<file path="config.mk">
export PLATFORM = sky130hd
export DESIGN_NAME = daq_rx_elastic_buffer
export DESIGN_NICKNAME = d
export VERILOG_FILES = /design/src/rtl/daq_rx_elastic_buffer.sv
export SDC_FILE = /design/constraint.sdc
export NUM_CORES = 1
export LEC_CHECK = 0
export CORE_AREA = 5 5 204 206
export DETAILED_ROUTE_END_ITERATION = 7
export DIE_AREA = 0 0 209 211
export GPL_TIMING_DRIVEN = 0
export PLACE_DENSITY = 0.57
export RECOVER_POWER = 50
export SYNTH_ARGS = -nofsm -noshare
export SYNTH_HDL_FRONTEND = slang
export SYNTH_SLANG_ARGS = --single-unit
</file>
<file path="constraint.sdc">
create_clock -name usr_clk -period 8.42 [get_ports usr_clk]
set_clock_uncertainty 0.2 [all_clocks]
set_input_delay 1.684 -clock usr_clk [delete_from_list [all_inputs] [get_ports usr_clk]]
set_output_delay 1.684 -clock usr_clk [all_outputs]
set_load 0.01 [all_outputs]
</file>
<file path="src/rtl/daq_rx_elastic_buffer.sv">
// Elastic buffer: drops incoming clock-correction words, queues the rest, re-inserts CC while priming/underflowing.
// Status counters and edge registers are built only when DAQ_RX_EB_STATUS_EN is defined.
module daq_rx_elastic_buffer #(
    parameter int                 BYTES   = 2,
    parameter int                 DEPTH   = 16,
    parameter int                 PREFILL = 4,
    parameter logic [8*BYTES-1:0] CC_WORD = 16'hdcfb,
    parameter int                 CNT_W   = 16
) (
    input  logic                         usr_clk,
    input  logic                         reset_n,
    input  logic                         in_valid,
    input  logic [BYTES-1:0]             in_notintable,
    input  logic [BYTES-1:0]             in_chariscomma,
    input  logic [BYTES-1:0]             in_charisk,
    input  logic [8*BYTES-1:0]           in_data,
    output logic [BYTES-1:0]             out_notintable,
    output logic [BYTES-1:0]             out_chariscomma,
    output logic [BYTES-1:0]             out_charisk,
    output logic [8*BYTES-1:0]           out_data,
    output logic                         out_fill,
    output logic [$clog2(DEPTH):0]       level,
    input  logic                         almost_full,
    input  logic                         ready,
    input  logic                         clr_cnt,
    output logic [CNT_W-1:0]             cc_drop_cnt,
    output logic [CNT_W-1:0]             underflow_cnt,
    output logic [CNT_W-1:0]             overflow_cnt,
    output logic [CNT_W-1:0]             almost_full_cnt,
    output logic [CNT_W-1:0]             ready_drop_cnt,
    output logic [0:0]                   dbg_state
);

    localparam int DW = 8 * BYTES;
    localparam int AW = $clog2(DEPTH);
    localparam int LW = AW + 1;
    localparam int EW = 3 * BYTES + DW;

    localparam logic [0:0] ST_PRIME = 1'b0;
    localparam logic [0:0] ST_RUN   = 1'b1;

    localparam logic [EW-1:0] CC_ENTRY = {{BYTES{1'b0}}, {BYTES{1'b0}}, {BYTES{1'b1}}, CC_WORD};

    // Handshake: in_valid is a pure strobe with no back-pressure; each strobed word is
    // stored, dropped as CC, or counted as overflow in that same cycle. The output side
    // emits one word every cycle; ready/almost_full only feed the status counters.

    logic [0:0]    state_q, state_d;
    logic [AW-1:0] wr_ptr_q, rd_ptr_q;
    logic [LW-1:0] level_q, level_d;
    logic [EW-1:0] mem_q [DEPTH];
    logic [EW-1:0] out_q, out_d;
    logic          out_fill_q, out_fill_d;

    logic is_cc, wr_en, rd_en, underflow, overflow;
    logic [EW-1:0] in_entry;

    assign in_entry  = {in_notintable, in_chariscomma, in_charisk, in_data};
    assign is_cc     = in_valid && (&in_charisk) && (in_data == CC_WORD);
    assign rd_en     = (state_q == ST_RUN) && (level_q != '0);
    // Underflow uses the pre-update level, so a same-cycle write cannot rescue it.
    assign underflow = (state_q == ST_RUN) && (level_q == '0);
    assign wr_en     = in_valid && !is_cc && ((level_q != LW'(DEPTH)) || rd_en);
    assign overflow  = in_valid && !is_cc && !wr_en;

    always_comb begin
        state_d = state_q;
        case (state_q)
            ST_PRIME: if (level_q >= LW'(PREFILL)) state_d = ST_RUN;
            ST_RUN:   if (underflow)               state_d = ST_PRIME;
            default:                               state_d = ST_PRIME;
        endcase
    end

    always_comb begin
        level_d = level_q;
        case ({wr_en, rd_en})
            2'b10:   level_d = level_q + 1'b1;
            2'b01:   level_d = level_q - 1'b1;
            default: level_d = level_q;
        endcase
    end

    always_comb begin
        out_d      = CC_ENTRY;
        out_fill_d = 1'b1;
        if (rd_en) begin
            out_d      = mem_q[rd_ptr_q];
            out_fill_d = 1'b0;
        end
    end

    always_ff @(posedge usr_clk) begin
        if (wr_en) begin
            mem_q[wr_ptr_q] <= in_entry;
        end
    end

    always_ff @(posedge usr_clk) begin
        if (!reset_n) begin
            state_q    <= ST_PRIME;
            wr_ptr_q   <= '0;
            rd_ptr_q   <= '0;
            level_q    <= '0;
            out_q      <= CC_ENTRY;
            out_fill_q <= 1'b1;
        end else begin
            state_q    <= state_d;
            level_q    <= level_d;
            out_q      <= out_d;
            out_fill_q <= out_fill_d;
            if (wr_en) wr_ptr_q <= wr_ptr_q + 1'b1;
            if (rd_en) rd_ptr_q <= rd_ptr_q + 1'b1;
        end
    end

    assign {out_notintable, out_chariscomma, out_charisk, out_data} = out_q;
    assign out_fill  = out_fill_q;
    assign level     = level_q;
    assign dbg_state = state_q;

`ifdef DAQ_RX_EB_STATUS_EN
    logic             af_prev_q, rdy_prev_q;
    logic [CNT_W-1:0] cc_drop_q, cc_drop_d;
    logic [CNT_W-1:0] underflow_q, underflow_d;
    logic [CNT_W-1:0] overflow_q, overflow_d;
    logic [CNT_W-1:0] af_cnt_q, af_cnt_d;
    logic [CNT_W-1:0] rdy_drop_q, rdy_drop_d;

    // Saturating increment; clear wins over a same-cycle event.
    function automatic logic [CNT_W-1:0] sat_bump(input logic [CNT_W-1:0] cnt,
                                                  input logic hit, input logic clr);
        if (clr) return '0;
        if (hit && (cnt != {CNT_W{1'b1}})) return cnt + 1'b1;
        return cnt;
    endfunction

    always_comb begin
        cc_drop_d   = sat_bump(cc_drop_q,   is_cc,                     clr_cnt);
        underflow_d = sat_bump(underflow_q, underflow,                 clr_cnt);
        overflow_d  = sat_bump(overflow_q,  overflow,                  clr_cnt);
        af_cnt_d    = sat_bump(af_cnt_q,    almost_full && !af_prev_q, clr_cnt);
        rdy_drop_d  = sat_bump(rdy_drop_q,  !ready && rdy_prev_q,      clr_cnt);
    end

    always_ff @(posedge usr_clk) begin
        if (!reset_n) begin
            af_prev_q   <= 1'b0;
            rdy_prev_q  <= 1'b0;
            cc_drop_q   <= '0;
            underflow_q <= '0;
            overflow_q  <= '0;
            af_cnt_q    <= '0;
            rdy_drop_q  <= '0;
        end else begin
            af_prev_q   <= almost_full;
            rdy_prev_q  <= ready;
            cc_drop_q   <= cc_drop_d;
            underflow_q <= underflow_d;
            overflow_q  <= overflow_d;
            af_cnt_q    <= af_cnt_d;
            rdy_drop_q  <= rdy_drop_d;
        end
    end

    assign cc_drop_cnt     = cc_drop_q;
    assign underflow_cnt   = underflow_q;
    assign overflow_cnt    = overflow_q;
    assign almost_full_cnt = af_cnt_q;
    assign ready_drop_cnt  = rdy_drop_q;
`else
    logic unused_status;
    assign unused_status   = ^{almost_full, ready, clr_cnt, overflow};
    assign cc_drop_cnt     = '0;
    assign underflow_cnt   = '0;
    assign overflow_cnt    = '0;
    assign almost_full_cnt = '0;
    assign ready_drop_cnt  = '0;
`endif

endmodule

</file>
# Yosys cells after proc, flatten, opt, wreduce, memory -nomap -nowiden
# Memories as Yosys holds them, arrays and structs flattened. A register that Yosys moved wholly into a read port is not among the register bits.
# Index checks and enable logic that the tools add are counted.
# op_classes
n_bitwise,1
n_reduce_logical,14
n_eq_ne,4
n_mux,7
n_lt_le_gt_ge,1
add_sub_neg,4
# ops
operator,count
$eq A16 B16 Y1 const B,1
$pmux W5 S2,1
$add A4 B1 Y4 const B,2
$logic_and A1 B1 Y1,6
$add A5 B1 Y5 const B,1
$ge A5 B3 Y1 const B,1
$logic_not A5 Y1,1
$mux W1,5
$ne A5 B5 Y1 const B,1
$reduce_bool A5 Y1,1
$sub A5 B1 Y5 const B,1
$reduce_and A2 Y1,2
$eq A2 B1 Y1 const B,1
$eq A2 B2 Y1 const B,1
$logic_not A1 Y1,2
$pmux W1 S2,1
$reduce_bool A2 Y1,1
$logic_or A1 B1 Y1,1
$not A1 Y1,1
# totals
n_memories,1
ff_bits,15
in_bits,28
mem_bits_rw,352
# memory_table
memory,words,width,rd,rd_clocked_by_memory_dff,write_ports,line,text
mem_q,16,22,1,1,1,51,logic [EW-1:0] mem_q [DEPTH];

# Longest topological paths before layout
# Gate-level depths: netlist (run 1).
# depth
word_depth,8
ltp_mapped,11
ltp_nobuf,10

# Least setup slack after synthesis (run 1)
# Ideal clock, no wire load.
# synth_path
path_kind,input to register
from,in in_valid
to,mem mem_q[3][0] (netlist name) (enable)
path_stages,5
arrival_ns,3.889
t_required_ns,7.791
slack_ns,3.903
path_cell_list,inv_1 a41o_1 a21oi_2 nand2_1 nor3_1
# synth_between
elab_chain_cells,7
# synth_lines
element,line,text
from (decl),12,"input logic in_valid,"
$logic_and A1 B1 Y1 (2 in a row),59,assign is_cc = in_valid && (&in_charisk) && (in_data == CC_WORD);
$logic_not A1 Y1,-,
$logic_and A1 B1 Y1 *,-,
$logic_and A1 B1 Y1 *,63,assign wr_en = in_valid && !is_cc && ((level_q != LW'(DEPTH)) || rd_en);
$mux W1 *,94,if (wr_en) begin
$mux W1 (implied by the code) *,95,mem_q[wr_ptr_q] <= in_entry;
to (decl),51,
# Every way passes the cells marked *; elsewhere a longest branch is shown, timed or not.

# Final worst setup path (run 1)
# layout_path
from,in in_data[14]
to,reg level_q[4] (netlist: level[4])
# layout_between
elab_chain_cells,7
word_cells_on_any_way,9
classes_between,eq/ne: 3; mux: 1; reduce/logical: 5
# layout_lines
element,line,text
from (decl),16,"input logic [8*BYTES-1:0] in_data,"
$eq A16 B16 Y1 *,59,
$logic_and A1 B1 Y1 *,59,
$logic_not A1 Y1 *,-,
$logic_and A1 B1 Y1 *,-,
$logic_and A1 B1 Y1 *,63,
$eq A2 B1 Y1 or $eq A2 B2 Y1 (tied branches),77,"case ({wr_en, rd_en})"
$pmux W5 S2 or $reduce_bool A2 Y1 (tied branches),-,
to (signal assigned),109,level_q <= level_d;
to (decl),50,"logic [LW-1:0] level_q, level_d;"
# Marks and branches as above.
# A chain may end at the register's enable or synchronous reset.

==> qor.yml, run 1 <==
place:
  dpl_cell_area_um2: 17100
  place_inst: 1425
  numPortBuffers: 53
  post-dp-hpwl_mm: 20.1
  pre_cts_slack_ns: 2.60
  gp_congestion: 0.719
synthesis:
  synth_edf_count: 352
  yosysUniqueCellTypes: 46
  syn_inst: 765
  avgSynthCellArea_um2: 20.4
  synth-xor-area-share_pct: 0.337
  netlist_area_um2: 15600
  ys_warn_count: 0
  ys_seq_area_share_pct: 72.5
  synth.ff_latch_count: 389
  yosys.area_share.adder_pct: 0.770
  synth-simple-area-share_pct: 3.07
  synth_compound_area_share_pct: 1.59
  synth_top_family_by_area: "multiplexers"
  synth.area.mux_share_pct: 16.3
  async_flop_share_pct: 0
  synth-main-ff-cell: "edfxtp_1"
clock_network:
  clk_latency_ns: 0.52
  cts_setup_buffers: 0
  hold_buffers: 0
  cts_tree: "yes"
  cts_buffers: 39
  cts-root-buf: "clkbuf_16"
  cts.sinks: 389
  path_clk_slew_ns: 0.06
  cts_max_level: 2
  clockBufferDepth: 3
  ctsResizeCount: 0
cells_and_area:
  fin_cells: 1496
  antennaDiodeCount: 0
  final_util_pct: 46.6
  nets: 978
  drive_gt1_share_pct: 25.3
  final_area_um2: 18400
  synthToLayoutAreaGrowth_pct: 17.9
setup_path:
  startpoint_type: "input pin"
  worstRegToRegCells: 11
  cp_cell_sequence: "dlygate4sd3_1 -> nand4_1 -> o41ai_1 -> o211a_1 -> clkbuf_1 -> inv_1 -> fa_1 -> nor2b_1 -> o21a_1 -> nor2_1 -> or3b_2 -> o311ai_0"
  cpMaxStageDelayCell: "dlygate4sd3_1"
  startpoint: "in_data[14]"
  r2r-end: "level[4]"
  crit_arrival_ns: 5.64
  cp.required_ns: 8.63
  max_stage_delay_ns: 1.04
  endpoint_kind: "flop"
  crit_end: "level[4]"
  criticalPathCategory: "input pin to flop"
  worst-path-max-fanout: 17
  ff2ff_setup_slack_ns: 4.92
  r2r_start: "level[0]"
pwr:
  clockPowerShare_pct: 42.2
  power_frac_comb_pct: 4.3
  p_sw_mw: 0.800
  powerDensity_nw_per_um2: 217
  sw_frac_of_total_pct: 20.0
  seq_power_share_pct: 53.5
  ir_worst_vdd_mv: 0.132
  leakagePower_nw: 6.15
  total_power_mw: 4.00
  p_int_mw: 3.20
route:
  top_layer: "met4"
  postRouteWirelength_mm: 34.1
  met1_length_mm: 15.2
  met3WireLength_mm: 1.99
  dr.pass1.iters: 5
  vias: 7434
  drcViolationCount: 0
  final_antenna_net_count: 0
  met2_length_mm: 16.2
  first_iter_violations: 580
  viasPerCell: 4.97
  wl_per_cell_um: 22.8
sta:
  holdWs_ns: 0.348
  slew_viol_final: 0
  fin_tns_setup_ns: 0
  setup_violations: 0
  final-hold-violation-count: 0
  worst_slack_ns: 2.99
  rsz0062_at_grt: "no"
  worst_slew_pin_slew_ns: 1.02
  relSlewSlack_pct: 32.0
  max_freq_mhz: 184
  finalCriticalPeriod_ns: 5.43
  min_period_over_period_pct: 64.5
global_route:
  grt_pass1_wl_mm: 50.4
  overflow: 0
  grt_usage_pct: 15.4
  grt_pass1_vias: 7617
  antenna_found_initial: 1
  grt_max_degree: 23
die:
  core_um2: 39500
  die_height_um: 211
  floorplan.initialDensity_pct: 39.5
  io_pins: 137
  die_w_um: 209
  fp-row-count: 73
  dieArea_um2: 44100
status:
  outcome: "finished clean"
run:
  drv_cap: 0
min_path:
  hold_class: "flop to flop"
-- state kept, by name, indices dropped and copies added (netlist names) --
| name | count |
|---|---|
| dbg_state | 1 |
| mem_q | 352 |
| wr_ptr_q | 4 |
| out_q | 22 |
| out_fill | 1 |
| level | 5 |
| rd_ptr_q | 4 |
-- cell usage after synthesis (11+ instances only) --
| cell type | n | share of area (%) |
|---|---|---|
| edfxtp_1 | 352 | 68 |
| buf_4 | 84 | 4.0 |
| mux4_2 | 71 | 10 |
| dfxtp_1 | 37 | 4.7 |
| mux4_1 | 28 | 4.7 |
| mux2i_1 | 18 | 1.2 |
| a211oi_1 | 16 | 0.77 |
| and3_1 | 16 | 0.64 |
| clkbuf_1 | 16 | 0.38 |
| nand2_1 | 13 | 0.31 |
| nor2b_1 | 13 | 0.52 |
| or2_1 | 11 | 0.44 |
-- per-layer routing --
layer	vias up	global-route usage, %
met3	51	2.87
met5	-	0
met2	246	24.7
met4	0	3.78
li1	3304	-
met1	3833	22.1
-- kinds of logic (layout without fill, tap and decap cells) --
| group | after synthesis | after routing |
|---|---|---|
| simple gates | 84 | 84 |
| flops | 389 | 389 |
| fa+ha+maj | 9 | 9 |
| mux | 120 | 120 |
| xor+xnor | 6 | 6 |
| buf+inv | 123 | 250 |
| other cells | 1 | 80 |
| compound gates | 33 | 33 |
-- critical path: cells and delay by family --
kind | cells | cell delay [ns]
buffers and inverters | 3 | 1.51
AND/OR/NAND/NOR | 4 | 1.02
AO/OA/AOI/OAI | 4 | 1.00
adder cells (fa/ha/maj) | 1 | 0.42
-- how the worst min path moves through the flow --
stage               slack, ns          end  depth (start not counted)   startpoint
floorplan                0.29  wr_ptr_q[3]                          2  wr_ptr_q[3]
global placement         0.32  wr_ptr_q[3]                          2  wr_ptr_q[3]
detailed placement       0.34  wr_ptr_q[3]                          2  wr_ptr_q[0]
CTS                      0.35     level[2]                          2     level[2]
global route             0.38  wr_ptr_q[3]                          2  wr_ptr_q[3]
finish                   0.35     level[2]                          2     level[2]
-- layout make-up --
type                       instances  area [um^2]
inverter                           8         30.0
sequential                       389        11300
clock buffer                      58         1130
fill                            3316        21100
buffer                           115          812
clock inverter                    13          115
timing repair buffer              56          564
multi-input combinational        332         3770
tap                              525          657
-- power groups by stage --
stage	sequential (mW)	clock [mW]	combinational [mW]
4_1_cts	2.14	1.72	0.174
5_1_grt	2.14	1.81	0.188
3_3_place_gp	2.18	0	0.170
3_5_place_dp	2.18	0	0.174
6_report	2.14	1.69	0.172
2_1_floorplan	2.18	0	0.107
-- cell usage in the layout, fill, tap and decap left out, types with 5 or more instances in the layout --
| master | Yosys | final |
|---|---|---|
| edfxtp_1 | 352 | 352 |
| buf_4 | 84 | 84 |
| conb_1 | 1 | 80 |
| mux4_2 | 71 | 71 |
| clkbuf_16 | 0 | 41 |
| dfxtp_1 | 37 | 37 |
| clkbuf_1 | 16 | 29 |
| mux4_1 | 28 | 28 |
| dlygate4sd3_1 | 0 | 28 |
| clkdlybuf4s50_1 | 0 | 25 |
| mux2i_1 | 18 | 18 |
| a211oi_1 | 16 | 16 |
| and3_2 | 0 | 15 |
| nor2b_1 | 13 | 13 |
| nand2_1 | 13 | 13 |
| inv_1 | 8 | 8 |
| ha_1 | 8 | 8 |
| buf_6 | 4 | 7 |
| or2_1 | 11 | 7 |
| nor2_1 | 6 | 6 |
| o21ai_0 | 6 | 6 |
| buf_2 | 6 | 6 |
| xnor2_1 | 5 | 5 |
| clkinv_1 | 0 | 5 |
Power figures use the tool's default switching activity.
==> run 2, diff against run 1 <==
- PLACE_DENSITY: 0.57 -> 0.6
- clock period: 8.42 -> 4.6 ns (I/O delays scaled with it)
==> qor.yml, run 2 (synthesized netlist as in run 1, its figures left out) <==
sta:
  max_freq_mhz: 230
  rsz0062_at_grt: "no"
  min_period_over_period_pct: 94.5
  setup_violations: 0
  finalCriticalPeriod_ns: 4.34
  worst_slew_pin_slew_ns: 1.22
  final-hold-violation-count: 0
  holdWs_ns: 0.348
  slew_viol_final: 0
  fin_tns_setup_ns: 0
  relSlewSlack_pct: 18.4
setup_path:
  crit_arrival_ns: 4.56
  startpoint_type: "input pin"
  worst-path-max-fanout: 17
  cp.required_ns: 4.81
  endpoint_kind: "flop"
  criticalPathCategory: "input pin to flop"
clock_network:
  cts.sinks: 389
  cts_max_level: 2
  cts_tree: "yes"
  clk_latency_ns: 0.52
  path_clk_slew_ns: 0.06
  cts_buffers: 40
  cts-root-buf: "clkbuf_16"
  clockBufferDepth: 3
cells_and_area:
  drive_gt1_share_pct: 25.7
  antennaDiodeCount: 0
  largest_reg_flops: 352
  synthToLayoutAreaGrowth_pct: 18.0
  nets: 978
  final_common_cell: "edfxtp_1"
  mostFrequentLayoutCells: "edfxtp_1, buf_4, conb_1, mux4_2, clkbuf_16"
  regMostFlops: "mem_q"
global_route:
  grt_pass1_vias: 7677
  grt_pass1_wl_mm: 49.5
  grt_max_degree: 23
  antenna_found_initial: 1
  grt_usage_pct: 15.0
  overflow: 0
min_path:
  hold_class: "flop to flop"
die:
  io_pins: 137
  fp-row-count: 73
  die_w_um: 209
  die_height_um: 211
  floorplan.initialDensity_pct: 39.5
  dieArea_um2: 44100
  core_um2: 39500
pwr:
  ir_worst_vdd_mv: 0.263
  powerDensity_nw_per_um2: 404
  leakagePower_nw: 6.17
route:
  dr.pass1.iters: 5
  postRouteWirelength_mm: 33.4
  viasPerCell: 5.00
  drcViolationCount: 0
  first_iter_violations: 557
  wl_per_cell_um: 22.4
  vias: 7474
  final_antenna_net_count: 0
status:
  outcome: "finished clean"
place:
  numPortBuffers: 53
  gp_congestion: 0.713
  post-dp-hpwl_mm: 19.7
run:
  drv_cap: 0
-- run 2: cell types whose count changed in the layout (fill, tap and decap cells not counted), moves of 4 or more --
cell and delta:
clkdlybuf4s50_1 -16, dlygate4sd3_1 +12, or2_1 +4, or2_0 -4
-- run 2: where the power goes --
part           internal, mW  switching [mW]
Sequential             3.90          0.0141
Clock                  1.93            1.29
Combinational         0.136           0.177
Total                  5.97            1.48
-- run 2: worst paths after layout --
| path | startpoint | endpoint | slack, ns | cells after the start |
|---|---|---|---|---|
| max | in_data[3] | level[4] | 0.26 | 12 |
| min | level[3] | level[3] | 0.35 | 2 |
| max reg2reg | level[2] | level[4] | 0.76 | 11 |
| min reg2reg | level[3] | level[3] | 0.35 | 2 |
-- run 2: final cells by class --
| class | instances | area, um^2 |
|---|---|---|
| Sequential cell | 389 | 11300 |
| Fill cell | 3311 | 21000 |
| Timing Repair Buffer | 55 | 528 |
| Tap cell | 525 | 657 |
| Multi-Input combinational cell | 332 | 3770 |
| Clock buffer | 57 | 1170 |
| Buffer | 115 | 810 |
| Clock inverter | 14 | 149 |
| Inverter | 8 | 30.0 |
-- run 2: metal layers --
layer	GRT usage [%]	routed length (um)	up-vias
met3	3.34	2180	52
met5	0	0	-
met1	21.3	14800	3852
li1	-	-	3308
met4	3.42	617	0
met2	24.2	15900	262
-- run 2: worst max-delay path: stages --
cell and delay (ns):
clkdlybuf4s50_1 0.80, nand4_1 0.39, o41ai_1 0.45, o211a_1 0.21, clkbuf_1 0.35, inv_1 0.10, fa_1 0.42, nor2b_1 0.13
o21a_1 0.16, nor2_1 0.06, or3b_2 0.46, o311ai_0 0.10
-- run 2: what timing repair did --
| item | CTS | global route |
|---|---|---|
| gates resized for setup | 0 | 4 |
| hold buffers | 0 | 0 |
| buffers inserted | 0 | 0 |
| setup endpoints to repair | 0 | 1 |
-- run 2: through the flow --
stage | total power [mW] | worst slack, ns | area (um^2) | instances | utilization, %
after floorplan | 4.18 | 0.847 | 15900 | 844 | -
after global placement | 4.30 | -2.24 | 17100 | 1422 | 43.3
after detailed placement | 4.31 | -0.396 | 17100 | 1424 | 43.4
after CTS | 7.52 | 0.156 | 18500 | 1495 | 46.8
after global routing | 7.69 | 0.0232 | 18400 | 1495 | 46.7
final | 7.45 | 0.255 | 18400 | 1495 | 46.7
==> run 3, diff against run 2 <==
- CORE_AREA: 5 5 204 206 -> 5 5 193 195
- DIE_AREA: 0 0 209 211 -> 0 0 198 200
- PLACE_DENSITY: 0.6 -> 0.65
==> qor.yml, run 3 (synthesized netlist as in run 1, its figures left out) <==
route:
  postRouteWirelength_mm: 33.0
  vias: 7449
  final_antenna_net_count: 0
  viasPerCell: 5.22
  first_iter_violations: 745
  dr.pass1.iters: 5
  wl_per_cell_um: 23.1
  drcViolationCount: 0
place:
  pre_cts_slack_ns: -0.244
  place_inst: 1361
  numPortBuffers: 53
  gp_congestion: 0.749
  dpl_cell_area_um2: 17100
  post-dp-hpwl_mm: 19.2
global_route:
  grt_max_degree: 23
  grt_pass1_vias: 7451
  grt_usage_pct: 16.5
  overflow: 0
  grt_pass1_wl_mm: 48.2
  antenna_found_initial: 1
cells_and_area:
  multi_input_area_um2: 3770
  nets: 979
  register_area_um2: 11300
  final_common_cell: "edfxtp_1"
  final_util_pct: 52.0
  antennaDiodeCount: 0
  final_area_um2: 18300
  fin_cells: 1428
  fill_cells: 2777
  mostFrequentLayoutCells: "edfxtp_1, buf_4, conb_1, mux4_2, clkbuf_16"
  synthToLayoutAreaGrowth_pct: 17.4
  regMostFlops: "mem_q"
  drive_gt1_share_pct: 25.5
  largest_reg_flops: 352
die:
  core_um2: 35200
  die_w_um: 198
  dieArea_um2: 39600
  io_pins: 137
  fp-row-count: 69
  floorplan.initialDensity_pct: 44.3
  die_height_um: 200
clock_network:
  cts_tree: "yes"
  cts_buffers: 40
  hold_buffers: 0
  path_clk_slew_ns: 0.06
  cts-root-buf: "clkbuf_16"
  clockBufferDepth: 3
  cts_setup_buffers: 0
  ctsResizeCount: 0
  cts_max_level: 2
  clk_latency_ns: 0.51
  cts.sinks: 389
setup_path:
  criticalPathCategory: "input pin to flop"
  worst-path-max-fanout: 17
  endpoint_kind: "flop"
  startpoint_type: "input pin"
  crit_arrival_ns: 4.51
  cp.required_ns: 4.81
sta:
  finalCriticalPeriod_ns: 4.30
  holdWs_ns: 0.354
  max_freq_mhz: 232
  relSlewSlack_pct: 28.6
  slew_viol_final: 0
  worst_slew_pin_slew_ns: 1.07
  rsz0062_at_grt: "no"
  worst_slack_ns: 0.297
  min_period_over_period_pct: 93.5
  final-hold-violation-count: 0
  setup_violations: 0
  fin_tns_setup_ns: 0
min_path:
  hold_class: "flop to flop"
run:
  drv_cap: 0
pwr:
  total_power_mw: 7.35
  leakagePower_nw: 6.18
  ir_worst_vdd_mv: 0.273
  powerDensity_nw_per_um2: 401
status:
  outcome: "finished clean"
-- run 3: changes by cell type in the layout (fill, tap and decap cells not counted), moves of 2 or more --
| cell | before | now |
|---|---|---|
| clkbuf_1 | 32 | 24 |
| clkinv_1 | 2 | 8 |
| clkbuf_8 | 6 | 0 |
| dlymetal6s2s_1 | 0 | 2 |
| inv_6 | 0 | 2 |
-- run 3: power breakdown --
part	internal, mW	leakage (nW)	switching [mW]	total, mW
clock network	1.84	0.619	1.28	3.12
registers	3.90	3.48	0.0139	3.91
logic	0.138	2.08	0.177	0.314
-- run 3: final timing paths --
check / from / end / slack [ns] / cells after the start
worst max register to register: level[0] / level[4] / 1.11 / 11
worst max-delay path: in_data[14] / level[4] / 0.30 / 12
worst min register to register: level[2] / level[2] / 0.35 / 2
worst min-delay path: level[2] / level[2] / 0.35 / 2
-- run 3: cell type report --
| cell class | count | share of cell area (%) |
|---|---|---|
| Clock buffer | 45 | 5.68 |
| Sequential cell | 389 | 61.8 |
| Timing Repair Buffer | 56 | 3.07 |
| Buffer | 115 | 4.43 |
| Tap cell | 461 | 3.15 |
| Multi-Input combinational cell | 332 | 20.6 |
| Inverter | 8 | 0.164 |
| Clock inverter | 22 | 1.13 |
-- run 3: critical path, cell delays in order --
cell,delay (ns)
clkdlybuf4s50_1,0.87
nand4_1,0.32
o41ai_1,0.39
o211a_1,0.20
clkbuf_1,0.37
inv_1,0.11
fa_1,0.43
nor2b_1,0.13
o21a_1,0.15
nor2_1,0.06
or3b_2,0.45
o311ai_0,0.10
-- run 3: per-layer routing --
| layer | track usage (%) | wire length [um] |
|---|---|---|
| met2 | 26.3 | 15500 |
| met4 | 3.95 | 493 |
| met5 | 0 | 0 |
| met1 | 23.9 | 14500 |
| met3 | 3.12 | 2460 |
